===== config.mk =====
export PLATFORM = sky130hd
export DESIGN_NAME = rr_arbiter_4
export DESIGN_NICKNAME = d
export VERILOG_FILES = /design/src/rtl/arb_pkg.sv /design/src/rtl/rr_pick_4.sv /design/src/rtl/rr_arbiter_4.sv
export SDC_FILE = /design/constraint.sdc
export NUM_CORES = 1
export LEC_CHECK = 0
export CORE_MARGIN = 2
export CORE_UTILIZATION = 50
export DETAILED_ROUTE_END_ITERATION = 8
export DONT_BUFFER_PORTS = 1
export SLEW_MARGIN = 40
export SYNTH_ARGS = -nofsm -noshare
export SYNTH_HDL_FRONTEND = slang
export SYNTH_SLANG_ARGS = --single-unit
export TNS_END_PERCENT = 20

===== constraint.sdc =====
create_clock -name clk -period 3.2 [get_ports clk]
set_clock_uncertainty 0.2 [all_clocks]
set_input_delay 0.96 -clock clk [delete_from_list [all_inputs] [get_ports clk]]
set_output_delay 0.96 -clock clk [all_outputs]
set_load 0.03 [all_outputs]

===== src/rtl/arb_pkg.sv =====
`default_nettype none
// ==== arb_pkg : state encoding and constants shared by the arbiter files | rev 1.0 ====
package arb_pkg;

  typedef enum logic [1:0] {
    IDLE  = 2'd0,
    GRANT = 2'd1,
    GAP   = 2'd2
  } arb_state_t;

  localparam int NREQ             = 4;
  localparam int IDX_W            = $clog2(NREQ);
  localparam int MAX_HOLD_DEFAULT = 8;

  function automatic logic [NREQ-1:0] onehot(input logic [IDX_W-1:0] idx);
    onehot      = '0;
    onehot[idx] = 1'b1;
  endfunction

endpackage
`default_nettype wire


===== src/rtl/rr_pick_4.sv =====
`default_nettype none
// ==== rr_pick_4 : combinational rotating-priority picker, search starts after last | rev 1.0 ====
module rr_pick_4
  import arb_pkg::*;
(
  input  logic [NREQ-1:0]  req,
  input  logic [IDX_W-1:0] last,
  output logic             valid,
  output logic [IDX_W-1:0] idx
);

  logic [IDX_W-1:0] cand;

  always_comb begin
    valid = 1'b0;
    idx   = '0;
    cand  = '0;
    // Walk from lowest to highest priority so the last hit (last+1) wins.
    for (int k = NREQ; k >= 1; k--) begin
      cand = last + IDX_W'(k);
      if (req[cand]) begin
        valid = 1'b1;
        idx   = cand;
      end
    end
  end

endmodule
`default_nettype wire


===== src/rtl/rr_arbiter_4.sv =====
`default_nettype none
// ==== rr_arbiter_4 : round-robin arbiter owning the 2-to-4 decoder select/enable | rev 1.0 ====
module rr_arbiter_4
  import arb_pkg::*;
#(
  parameter int MAX_HOLD = MAX_HOLD_DEFAULT,
  parameter int CNT_W    = 4
) (
  input  logic             clk,
  input  logic             reset,
  input  logic [NREQ-1:0]  req,
  input  logic             release_req,
  output logic [NREQ-1:0]  grant,
  output logic [IDX_W-1:0] sel,
  output logic             dec_en,
  output logic             busy,
  output logic             timeout
);

  arb_state_t       state, state_nxt;
  logic [IDX_W-1:0] last, last_nxt;
  logic [CNT_W-1:0] hold_cnt, cnt_nxt;
  logic [NREQ-1:0]  grant_nxt;
  logic [IDX_W-1:0] sel_nxt;
  logic             en_nxt;
  logic             timeout_nxt;

  logic             pick_valid;
  logic [IDX_W-1:0] pick_idx;
  logic             at_limit;

  rr_pick_4 u_pick (
    .req   (req),
    .last  (last),
    .valid (pick_valid),
    .idx   (pick_idx)
  );

  assign at_limit = (hold_cnt == CNT_W'(MAX_HOLD - 1));

  // sel doubles as the owner index: it is only ever loaded with the winner.
  always_comb begin
    state_nxt   = state;
    last_nxt    = last;
    cnt_nxt     = hold_cnt;
    grant_nxt   = '0;
    sel_nxt     = sel;
    en_nxt      = 1'b0;
    timeout_nxt = 1'b0;
    case (state)
      IDLE, GAP: begin
        if (pick_valid) begin
          state_nxt = GRANT;
          grant_nxt = onehot(pick_idx);
          sel_nxt   = pick_idx;
          en_nxt    = 1'b1;
          cnt_nxt   = '0;
        end else begin
          state_nxt = IDLE;
          sel_nxt   = '0;
        end
      end
      GRANT: begin
        if (release_req || !req[sel] || at_limit) begin
          state_nxt   = GAP;
          last_nxt    = sel;
          timeout_nxt = !release_req && req[sel];
        end else begin
          grant_nxt = grant;
          en_nxt    = 1'b1;
          cnt_nxt   = hold_cnt + CNT_W'(1);
        end
      end
      default: begin
        state_nxt = IDLE;
        sel_nxt   = '0;
      end
    endcase
  end

  always_ff @(posedge clk) begin
    if (reset) begin
      state    <= IDLE;
      last     <= '1;
      hold_cnt <= '0;
      grant    <= '0;
      sel      <= '0;
      dec_en   <= 1'b0;
      busy     <= 1'b0;
      timeout  <= 1'b0;
    end else begin
      state    <= state_nxt;
      last     <= last_nxt;
      hold_cnt <= cnt_nxt;
      grant    <= grant_nxt;
      sel      <= sel_nxt;
      dec_en   <= en_nxt;
      busy     <= en_nxt;
      timeout  <= timeout_nxt;
    end
  end

endmodule
`default_nettype wire


# Word-level counts from Yosys, hierarchy flattened
# Index checks and enable logic that the tools add are counted.
# op_classes
multipliers,0
shift,0
magnitude_cmp,7
mux,34
bitwise,2
n_addsub,4
n_div,0
reduce_logical,12
eq_ne,6
# op_table
operator,count
$lt A2 B3 Y1 const B,6
$mux W4,4
$pmux W4 S2,2
$mux W1,13
$mux W2,6
$bmux W1 S2,5
$pmux W2 S2,2
$ne A2 B2 Y1 const B,3
$add A2 B2 Y2 const B,2
$add A4 B1 Y4 const B,1
$eq A4 B3 Y1 const B,1
$reduce_and A3 Y1,1
$reduce_or A3 Y1,1
$add A2 B1 Y2 const B,1
$demux W1 S2,1
$eq A2 B1 Y1 const B,1
$eq A2 B2 Y1 const B,1
$ge A2 B1 Y1 const B,1
$logic_and A1 B1 Y1,2
$logic_not A1 Y1,2
$logic_not A2 Y1,1
$logic_or A1 B1 Y1,2
$not A1 Y1,2
$pmux W1 S2,1
3 further kinds,3
# word_totals
inputBits,7
n_memories,0
wordCells,72
ramBits,0
out_inout_bits,9
reg_bits,16
mem_bits_ro,0
latch_bits,0

# Depth between registers and ports, before layout
# Gate-level depths: netlist of the first run.
# depth
depth_word,12
mapped_depth,5
mapped_depth_nobuf,5

# Cells and area by module
# A second synthesis of the first run with hierarchy kept.
# hier_totals
cells_unflattened,89
area_unflattened_um2,768.2
# modules_own_cells
mod,area_each_um2,cells_per_inst,instances,seq_area_each_um2
rr_arbiter_4,676.9,75,1,320.3
rr_pick_4,91.3,14,1,0.0

# Least setup slack after synthesis of the first run
# OpenSTA, ideal clock, no wires.
# synth_path
path_type,input to register
startpoint,in req[3]
endpoint,reg last[1]
cell_stages,4
arrival_time_ps,1946
path_buffers,0
setup_ps,74
slack_ps,979
required_ps,2926
path_cell_list,mux4_2 -> a31oi_1 -> a21oi_1 -> o21ai_0
# synth_between
elab_chain_cells,6
# synth_lines
element,line_no,text
from (decl),rr_arbiter_4.sv:11,"input logic [NREQ-1:0] req,"
$bmux W1 S2,rr_arbiter_4.sv:64,if (release_req || !req[sel] || at_limit) begin
$mux W1 (not written as such),rr_arbiter_4.sv:64,
$logic_not A1 Y1,rr_arbiter_4.sv:64,
$logic_or A1 B1 Y1 (2 in a row),rr_arbiter_4.sv:64,
$reduce_and A2 Y1 (no source line),--,
to (signal assigned),rr_arbiter_4.sv:93,last <= last_nxt;
to (decl),rr_arbiter_4.sv:21,"logic [IDX_W-1:0] last, last_nxt;"
# No other way between the ends. The select of a mux whose other input is x is not followed.
# A chain may end at the register's enable or synchronous reset.

==> results of run 1 <==
## power groups by stage
stage / sequential [mW] / clock (mW) / combinational, mW
4_1_cts: 0.240 / 0.138 / 0.0538
6_report: 0.240 / 0.135 / 0.0538
5_1_grt: 0.243 / 0.151 / 0.0606
3_3_place_gp: 0.245 / 0 / 0.0530
2_1_floorplan: 0.239 / 0 / 0.0499
3_5_place_dp: 0.245 / 0 / 0.0531
## cells in the mapped netlist (2+ instances only)
master	number
sky130_fd_sc_hd__dfxtp_1	16
sky130_fd_sc_hd__a21oi_1	8
sky130_fd_sc_hd__nand2_1	8
sky130_fd_sc_hd__nand2b_1	5
sky130_fd_sc_hd__nand3_1	5
sky130_fd_sc_hd__inv_1	4
sky130_fd_sc_hd__nor2_1	4
sky130_fd_sc_hd__o21ai_0	4
sky130_fd_sc_hd__o32ai_1	3
sky130_fd_sc_hd__a311oi_1	2
sky130_fd_sc_hd__o41ai_1	2
## area by class of cell
class	instances	area share [%]
Multi-Input combinational cell	60	50.6
Sequential cell	16	40.5
Clock buffer	4	4.59
Tap cell	15	2.37
Inverter	4	1.90
## flip-flops by register name (all words and copies together) (netlist names)
name      count
busy          1
last          2
state         2
grant         4
hold_cnt      4
sel           2
timeout       1
## worst reg2reg max path, cell delays in order (launching register included)
cell and delay (ns):
sky130_fd_sc_hd__dfxtp_1 0.59, sky130_fd_sc_hd__mux4_2 0.64, sky130_fd_sc_hd__a31oi_1 0.34, sky130_fd_sc_hd__a21oi_1 0.11, sky130_fd_sc_hd__o21ai_0 0.08
## how the worst min path moves through the flow
stage                            from          end  cells past startpoint
final                     hold_cnt[3]  hold_cnt[3]                      2
after global routing      hold_cnt[3]  hold_cnt[3]                      2
after CTS                 hold_cnt[3]  hold_cnt[3]                      2
after detailed placement  hold_cnt[3]  hold_cnt[3]                      2
after global placement    hold_cnt[3]  hold_cnt[3]                      2
after floorplan           hold_cnt[3]  hold_cnt[3]                      2
## cells by family (layout without fill, tap and decap cells)
kind of cell	count (synthesis)	in the layout
adders and majority gates	1	1
DFF	16	16
buffers and inverters	6	8
xor gates and xnor gates	1	1
muxes	2	2
AOI/OAI and AO/OA	25	25
and+or+nand+nor	31	31
## routing by layer
layer	up-vias	global-route usage (%)
met5	-	0
met4	0	11.9
met3	2	6.38
met2	13	30.3
met1	299	24.2
li1	306	-
==> impl_metrics.csv, run 1 <==
group,metric,value,unit
setup_path,worstSetupStartpoint,"busy",
synthesis,postSynth.topFlopCell,"sky130_fd_sc_hd__dfxtp_1",
setup_path,crit_cells,0,
detailed_routing,routed_via_density,6.26,
power,static-leakage-power,0.298,nW
timing,timing.final.setup_violations,0,
run_status,status,"complete, no violations",
synthesis,synth_compound_gate_area_share,22.6,%
placed_design,place_inst,95,
clock_network,clk_latency,0.28,ns
synthesis,synth_simple_gate_area_share,23.8,%
setup_path,r2r_setup_slack,1.19,ns
clock_network,clock-root-buffer,"sky130_fd_sc_hd__clkbuf_4",
power,part_of_the_total_power_dissipated_in_sequential_elements,56.0,%
placed_design,placed_area,754,sq um
floorplan,dieWidth,42.7,microns
placed_design,placement.setup.worst_slack,0.903,ns
detailed_routing,highest_layer,"met4",
synthesis,synthXorXnorAreaFrac,1.17,%
detailed_routing,drt-met1-wl,720,microns
synthesis,main_area_contributors_after_synthesis,"sky130_fd_sc_hd__dfxtp_1 (43%), sky130_fd_sc_hd__a21oi_1 (5.4%), sky130_fd_sc_hd__nand2b_1 (4.2%), sky130_fd_sc_hd__nand2_1 (4.0%), sky130_fd_sc_hd__o32ai_1 (3.5%)",
detailed_routing,via_count,620,
clock_network,h-tree-depth,1,
grt,track_usage,19.9,%
setup_path,critPathKind,"reg -> out",
timing,worstMarginPinSlew,0.561,ns
floorplan,die_area,1820,sq um
clock_network,tritoncts,"done",
setup_path,critical_path.reg2reg.endpoint,"last[1]",
power,vdd_ir_drop_max,229,uV
synthesis,post_synth_mux_area_share,4.36,%
timing,unrepaired_setup_endpoints_after_global_routing,"no",
floorplan,floorplan.io_pins,16,
synthesis,ys_seq_elements,16,
synthesis,ys_warn_count,0,
final_layout,layout_common_cells,"sky130_fd_sc_hd__dfxtp_1 (16), sky130_fd_sc_hd__nand2_1 (8), sky130_fd_sc_hd__a21oi_1 (8)",
clock_network,cts.reportedPaths.clkPinSlew,0.09,ns
power,p_int,0.304,mW
job,drv.max_cap_violation_count,0,
synthesis,synthesis.nets,90,
clock_network,cts_buffer_depth,2,
clock_network,cts-buffers-inserted,3,
timing,max_fclk,470,MHz
grt,grt_max_degree,15,
timing,timing.final.crit_share,66.4,%
detailed_routing,dr_wl_met2,673,microns
floorplan,floorplan.rows,13,
min_path,hold_path_class,"reg -> reg",
detailed_routing,drt_first_pass_iters,4,
final_layout,seqCellArea,320,sq um
detailed_routing,routedWlPerCell,15.3,microns
clock_network,tritoncts_num_sinks,16,
final_layout,layoutNonFillerInstCount,99,
setup_path,biggest_fanout_along_the_worst_timing_path,2,
timing,hold-worst-slack,0.291,ns
setup_path,timing.critical_path.arrival,0.97,ns
grt,grt_overflow,0,
synthesis,main_combinational_cell_family_by_area_after_synthesis,"simple AND/OR/NAND/NOR gates",
synthesis,synth-seq-area-share,42.9,%
final_layout,layout_commonest_cell,"sky130_fd_sc_hd__dfxtp_1",
synthesis,per_instance_average_area_after_synthesis,9.11,sq um
synthesis,synth_cell_type_count,32,
final_layout,fillers,141,
final_layout,layout-area-overhead-vs-synth,5.86,%
timing,final_hold_viol_count,0,
placed_design,detailed_place_hpwl,1090,microns
clock_network,post-cts-setup-buffers,0,
clock_network,ctsResizeCount,0,
timing,finalWorstPathRequiredPeriod,2.13,ns
setup_path,critical_path.reg2reg.startpoint,"sel[1]",
power,combinational_cell_fraction_of_total_power,12.6,%
setup_path,crit_path_end,"dec_en",
timing,final_max_slew_viol_count,0,
setup_path,reg2regPathDepth,4,
grt,wire_length_of_the_first_global_routing_pass,2740,microns
timing,postLayoutSetupSlackWorst,1.07,ns
setup_path,crit_path_end_kind,"output port",
placed_design,gp_congestion,0.782,
power,power_frac_clock,31.4,%
grt,grt_pass1_vias,641,
power,switching_share,29.0,%
floorplan,floorplan.initialDensity,55.3,%
synthesis,netlist.area_leader.share,42.9,%
final_layout,proportion_of_layout_cells_with_a_drive_suffix_above_1,9.52,%
floorplan,coreArea,1350,sq um
power,total_switching_power,0.124,mW
power,power,0.428,mW
detailed_routing,drc_errors,0,
detailed_routing,drt_iter0_drc,12,
detailed_routing,drtAntennaViolNets,0,
synthesis,synth_area,747,sq um
final_layout,insertedDiodeCount,0,
final_layout,fin_nets,93,
synthesis,postSynth.asyncResetShare,0,%
clock_network,ctsHoldBuffers,0,
final_layout,postLayoutCoreUtil,58.6,%
power,pwr_density_cell,542,nW/um^2
detailed_routing,met3RoutedLength,104,microns
final_layout,fin_area,791,sq um
timing,headroom_to_the_max_slew_limit,62.6,%
grt,grt_antenna_before_repair,0,
synthesis,number_of_enable_flip_flop_cells_after_synthesis,0,
final_layout,multi_input_comb_area,400,sq um
setup_path,required_time_at_the_endpoint_of_the_critical_path,2.04,ns
placed_design,numPortBuffers,0,
synthesis,adder_and_majority_cell_fraction_of_the_synthesized_area,1.68,%
synthesis,synth_top_cell_by_area,"sky130_fd_sc_hd__dfxtp_1",
setup_path,critical_path_startpoint_category,"register",
synthesis,synthCells,82,
detailed_routing,finalWirelength,1520,microns
timing,setup_tns,0,ns
floorplan,height_of_the_die,42.7,microns
No activity file was read; power rests on OpenSTA's default activity.
==> inputs of run 2 (changes only) <==
- clock period: 3.2 -> 2.2 ns (I/O delays scaled with it)
==> run 2 against run 1 <==
Sequential share of layout area shrank 0.75 points. Register-to-register slack lost 0.73 ns. Worst hold slack lost 0.060 ns. Combinational power grew 71%. Count of clock-buffer cells in the layout is the same. Setup slack lost 0.70 ns. Via count grew 2.3%. Die area is the same. Non-clock buffer count grew 2. Final cell count grew 2.0%. Critical path type unchanged. Critical endpoint unchanged. Largest power group unchanged. Highest routed layer unchanged.
==> impl_metrics.csv, run 2 (same netlist as run 1, synthesis figures left out) <==
group,metric,value,unit
run_status,status,"complete, no violations",
grt,track_usage,18.7,%
timing,setup_tns,0,ns
grt,grt_antenna_before_repair,0,
power,vdd_ir_drop_max,325,uV
setup_path,required_time_at_the_endpoint_of_the_critical_path,1.34,ns
clock_network,cts-buffers-inserted,3,
placed_design,gp_congestion,0.765,
floorplan,floorplan.initialDensity,55.3,%
grt,grt_max_degree,15,
clock_network,tritoncts,"done",
setup_path,worstSetupStartpoint,"busy",
setup_path,crit_cells,0,
detailed_routing,finalWirelength,1530,microns
final_layout,proportion_of_layout_cells_with_a_drive_suffix_above_1,11.6,%
final_layout,layout-area-overhead-vs-synth,7.87,%
detailed_routing,drtAntennaViolNets,0,
timing,timing.final.setup_violations,0,
clock_network,clock-root-buffer,"sky130_fd_sc_hd__clkbuf_4",
final_layout,largest_registers,"grant: 4 flops, hold_cnt: 4 flops",
floorplan,height_of_the_die,42.7,microns
clock_network,clk_latency,0.28,ns
final_layout,layout_common_cells,"sky130_fd_sc_hd__dfxtp_1 (16), sky130_fd_sc_hd__nand2_1 (8), sky130_fd_sc_hd__a21oi_1 (8)",
setup_path,r2r_setup_slack,0.46,ns
detailed_routing,drc_errors,0,
setup_path,critical_path.reg2reg.startpoint,"sel[1]",
clock_network,post-cts-setup-buffers,0,
final_layout,postLayoutCoreUtil,59.7,%
clock_network,cts.reportedPaths.clkPinSlew,0.09,ns
detailed_routing,routedWlPerCell,15.1,microns
min_path,hold_path_class,"in -> reg",
clock_network,cts_buffer_depth,2,
setup_path,critPathKind,"reg -> out",
grt,grt_overflow,0,
final_layout,layout_commonest_cell,"sky130_fd_sc_hd__dfxtp_1",
floorplan,coreArea,1350,sq um
clock_network,h-tree-depth,1,
timing,unrepaired_setup_endpoints_after_global_routing,"no",
detailed_routing,routed_via_density,6.28,
power,power,0.623,mW
grt,wire_length_of_the_first_global_routing_pass,2560,microns
setup_path,biggest_fanout_along_the_worst_timing_path,2,
final_layout,fin_nets,95,
timing,headroom_to_the_max_slew_limit,62.6,%
power,static-leakage-power,0.309,nW
placed_design,detailed_place_hpwl,1110,microns
final_layout,insertedDiodeCount,0,
setup_path,critical_path_startpoint_category,"register",
detailed_routing,drt_iter0_drc,11,
detailed_routing,drt_first_pass_iters,4,
job,drv.max_cap_violation_count,0,
timing,final_max_slew_viol_count,0,
placed_design,numPortBuffers,0,
floorplan,die_area,1820,sq um
setup_path,critical_path.reg2reg.endpoint,"last[0]",
floorplan,floorplan.io_pins,16,
power,pwr_density_cell,773,nW/um^2
setup_path,crit_path_end,"dec_en",
clock_network,tritoncts_num_sinks,16,
floorplan,floorplan.rows,13,
timing,timing.final.crit_share,83.0,%
clock_network,ctsResizeCount,0,
setup_path,reg2regPathDepth,4,
grt,grt_pass1_vias,617,
timing,final_hold_viol_count,0,
clock_network,ctsHoldBuffers,0,
timing,max_fclk,548,MHz
floorplan,dieWidth,42.7,microns
setup_path,crit_path_end_kind,"output port",
setup_path,timing.critical_path.arrival,0.97,ns
timing,finalWorstPathRequiredPeriod,1.83,ns
detailed_routing,via_count,634,
timing,worstMarginPinSlew,0.561,ns
run 2: cell count changes in the layout (fill, tap and decap cells not counted), sizes merged:
cell	delta
buf	+2
run 2: how the worst min path moves through the flow:
stage,start,end,depth (start not counted)
4_1_cts,reset,state[0],1
5_1_grt,reset,state[0],1
3_5_place_dp,hold_cnt[1],hold_cnt[1],2
2_1_floorplan,hold_cnt[3],hold_cnt[3],2
3_3_place_gp,hold_cnt[3],hold_cnt[3],2
6_report,reset,sel[1],1
run 2: per-stage QoR:
| step | hold WS [ns] | cell area (sq um) | cells | setup WS [ns] |
|---|---|---|---|---|
| 2_1_floorplan | 0.250 | 747 | 82 | 0.279 |
| 3_3_place_gp | 0.266 | 769 | 97 | 0.232 |
| 3_5_place_dp | 0.278 | 769 | 97 | 0.211 |
| 4_1_cts | 0.221 | 806 | 101 | 0.358 |
| 5_1_grt | 0.210 | 806 | 101 | 0.320 |
| 6_report | 0.231 | 806 | 101 | 0.375 |
run 2: layout make-up:
type	count	area, sq um
tap	15	18.8
sequential	16	320
clock buffer	4	36.3
multi-input combinational	60	400
inverter	4	15.0
timing repair buffer	2	15.0
fill	123	544
run 2: worst reg2reg max path: stages (launching register included):
cell and delay, ns:
sky130_fd_sc_hd__dfxtp_1 0.37, sky130_fd_sc_hd__mux4_2 0.58, sky130_fd_sc_hd__a31oi_1 0.34, sky130_fd_sc_hd__a21oi_1 0.11, sky130_fd_sc_hd__o21ai_0 0.07
run 2: power by group:
| group | leakage [nW] | internal (mW) | switching (mW) | total, mW |
|---|---|---|---|---|
| registers | 0.131 | 0.308 | 0.0322 | 0.340 |
| logic | 0.157 | 0.0382 | 0.0539 | 0.0920 |
| clock network | 0.0210 | 0.101 | 0.0899 | 0.191 |
run 2: routing by layer:
metal  up-vias  wire, microns  part of all wire (%)  global-route usage [%]
li1        311              -                     -                       -
met1       298            704                    46                    22.8
met2        19            701                    46                    29.1
met3         6             89                   5.8                    5.11
met4         0             34                   2.2                    11.3
met5         -              0                     0                       0
==> inputs of run 3 (changes only) <==
- PLACE_DENSITY: unset -> 0.68
- clock period: 2.2 -> 1.5 ns (I/O delays scaled with it)
==> run 3 against run 2 <==
The run now ends with setup timing left. Register-to-register slack got worse by 0.61 ns. Worst hold slack lost 0.21 ns. Count of clock-buffer cells in the layout is the same. Sequential power rose by 43%.
==> impl_metrics.csv, run 3 (same netlist as run 1, synthesis figures left out) <==
group,metric,value,unit
detailed_routing,finalWirelength,1680,microns
timing,postLayoutSetupSlackWorst,-0.152,ns
floorplan,coreArea,1350,sq um
min_path,hold_path_startpoint,"reset",
power,pwr_density_cell,966,nW/um^2
power,static-leakage-power,0.364,nW
placed_design,gp_congestion,0.839,
setup_path,critPathKind,"reg -> reg",
grt,grt_max_degree,15,
floorplan,die_area,1820,sq um
timing,max_fclk,605,MHz
clock_network,tritoncts_num_sinks,16,
setup_path,critical_path.reg2reg.endpoint,"last[0]",
final_layout,insertedDiodeCount,0,
clock_network,cts-buffers-inserted,3,
setup_path,biggest_fanout_along_the_worst_timing_path,5,
grt,grt_pass1_vias,648,
floorplan,dieWidth,42.7,microns
grt,grt_overflow,0,
final_layout,largest_registers,"grant: 4 flops, hold_cnt: 4 flops",
clock_network,clk_latency,0.29,ns
timing,final_hold_viol_count,0,
floorplan,floorplan.initialDensity,55.3,%
timing,headroom_to_the_max_slew_limit,74.6,%
timing,finalWorstPathRequiredPeriod,1.65,ns
timing,timing.final.setup_violations,13,
timing,worstMarginPinSlew,0.378,ns
detailed_routing,drt_first_pass_iters,4,
power,vdd_ir_drop_max,671,uV
timing,unrepaired_setup_endpoints_after_global_routing,"yes",
final_layout,layout_commonest_cell,"sky130_fd_sc_hd__dfxtp_1",
job,drv.max_cap_violation_count,0,
clock_network,h-tree-depth,1,
clock_network,tritoncts,"done",
run_status,status,"complete, but fails checks",
grt,track_usage,19.3,%
grt,grt_antenna_before_repair,0,
placed_design,placed_area,871,sq um
min_path,hold_path_class,"in -> reg",
setup_path,crit_path_end_kind,"register",
setup_path,timing.critical_path.arrival,1.67,ns
detailed_routing,via_count,669,
setup_path,slowest_delay,0.60,ns
setup_path,crit_slowest_cell,"sky130_fd_sc_hd__mux4_2",
setup_path,path_cells,"mux4_2 -> a31oi_4 -> a21oi_1 -> o21ai_0",
detailed_routing,drt_iter0_drc,10,
final_layout,layout-area-overhead-vs-synth,26.1,%
clock_network,cts.reportedPaths.clkPinSlew,0.09,ns
final_layout,layout_common_cells,"sky130_fd_sc_hd__dfxtp_1 (13), sky130_fd_sc_hd__buf_4 (12), sky130_fd_sc_hd__nand2_1 (8)",
clock_network,cts_buffer_depth,2,
setup_path,required_time_at_the_endpoint_of_the_critical_path,1.52,ns
floorplan,height_of_the_die,42.7,microns
placed_design,numPortBuffers,0,
timing,setup_tns,-1.53,ns
setup_path,r2r_setup_slack,-0.15,ns
min_path,hold-path-endpoint,"hold_cnt[1]",
detailed_routing,routedWlPerCell,14.8,microns
run_status,failed_checks,"setup timing",
final_layout,fin_area,942,sq um
setup_path,critical_path_startpoint_category,"register",
detailed_routing,routed_via_density,5.92,
placed_design,detailed_place_hpwl,1190,microns
detailed_routing,drtAntennaViolNets,0,
timing,final_max_slew_viol_count,0,
clock_network,clock-root-buffer,"sky130_fd_sc_hd__clkbuf_4",
setup_path,reg2regPathDepth,4,
min_path,hold_path_depth,1,
floorplan,floorplan.io_pins,16,
setup_path,critical_path.reg2reg.startpoint,"sel[1]",
timing,timing.final.crit_share,110,%
final_layout,fin_nets,107,
detailed_routing,drc_errors,0,
final_layout,proportion_of_layout_cells_with_a_drive_suffix_above_1,29.6,%
floorplan,floorplan.rows,13,
grt,wire_length_of_the_first_global_routing_pass,2620,microns
run 3: cell count changes in the layout (fill, tap and decap cells not counted), moves of 2 or more:
cell	change
sky130_fd_sc_hd__a21oi_1	-2
sky130_fd_sc_hd__a21oi_2	+2
sky130_fd_sc_hd__buf_4	+10
sky130_fd_sc_hd__dfxtp_1	-3
sky130_fd_sc_hd__dfxtp_2	+2
sky130_fd_sc_hd__nand3_1	-2
sky130_fd_sc_hd__nand3_2	+2
sky130_fd_sc_hd__o21ai_0	-2
sky130_fd_sc_hd__o21ai_1	+2
run 3: per-stage QoR:
| stage | util (%) | instances | worst slack (ns) | power (mW) | hold slack (ns) |
|---|---|---|---|---|---|
| finish | 69.8 | 113 | -0.152 | 0.910 | 0.0233 |
| global route | 69.8 | 113 | -0.189 | 0.955 | 0.00486 |
| CTS | 68.9 | 113 | -0.161 | 0.919 | 0.0143 |
| detailed placement | 64.5 | 106 | -0.222 | 0.672 | 0.272 |
| global placement | 64.5 | 106 | -0.165 | 0.668 | 0.267 |
| floorplan | - | 82 | -0.135 | 0.627 | 0.250 |
run 3: worst max path at each step:
stage | startpoint | endpoint | slack, ns | cells past startpoint
floorplan | sel[1] | grant[0] | -0.14 | 4
CTS | sel[1] | last[1] | -0.16 | 4
global route | sel[1] | last[0] | -0.19 | 4
finish | sel[1] | last[0] | -0.15 | 4
global placement | req[3] | grant[0] | -0.17 | 4
detailed placement | req[3] | last[1] | -0.22 | 4
run 3: layer usage:
| metal | vias to the layer above | routed length (microns) | global-route usage (%) |
|---|---|---|---|
| li1 | 335 | - | - |
| met1 | 318 | 774 | 22.5 |
| met2 | 12 | 811 | 33.6 |
| met3 | 4 | 65 | 3.40 |
| met4 | 0 | 27 | 9.38 |
| met5 | - | 0 | 0 |
run 3: worst max-delay path: cells and delay by family (launching register included):
family,cells,cell delay [ns]
AO/OA/AOI/OAI,3,0.43
multiplexers,1,0.60
flip-flops,1,0.36
run 3: power breakdown:
part / switching [mW] / total [mW] / internal (mW)
Sequential: 0.0347 / 0.487 / 0.452
Combinational: 0.108 / 0.191 / 0.0826
Clock: 0.129 / 0.232 / 0.103
Total: 0.272 / 0.910 / 0.638
run 3: cell type report:
type                    instances  area, sq um
well taps                      15         18.8
repair buffers                 14          111
flip-flops and latches         16          327
clock buffers                   4         26.3
inverters                       4         15.0
multi-input cells              60          444
fillers                       101          408
run 3: repair_timing:
item	in CTS	in global routing
gates resized for setup	3	5
buffers inserted	2	0
setup endpoints to repair	13	15
hold buffers	1	0
pin swaps	6	5
endpoints found under the hold margin	1	0
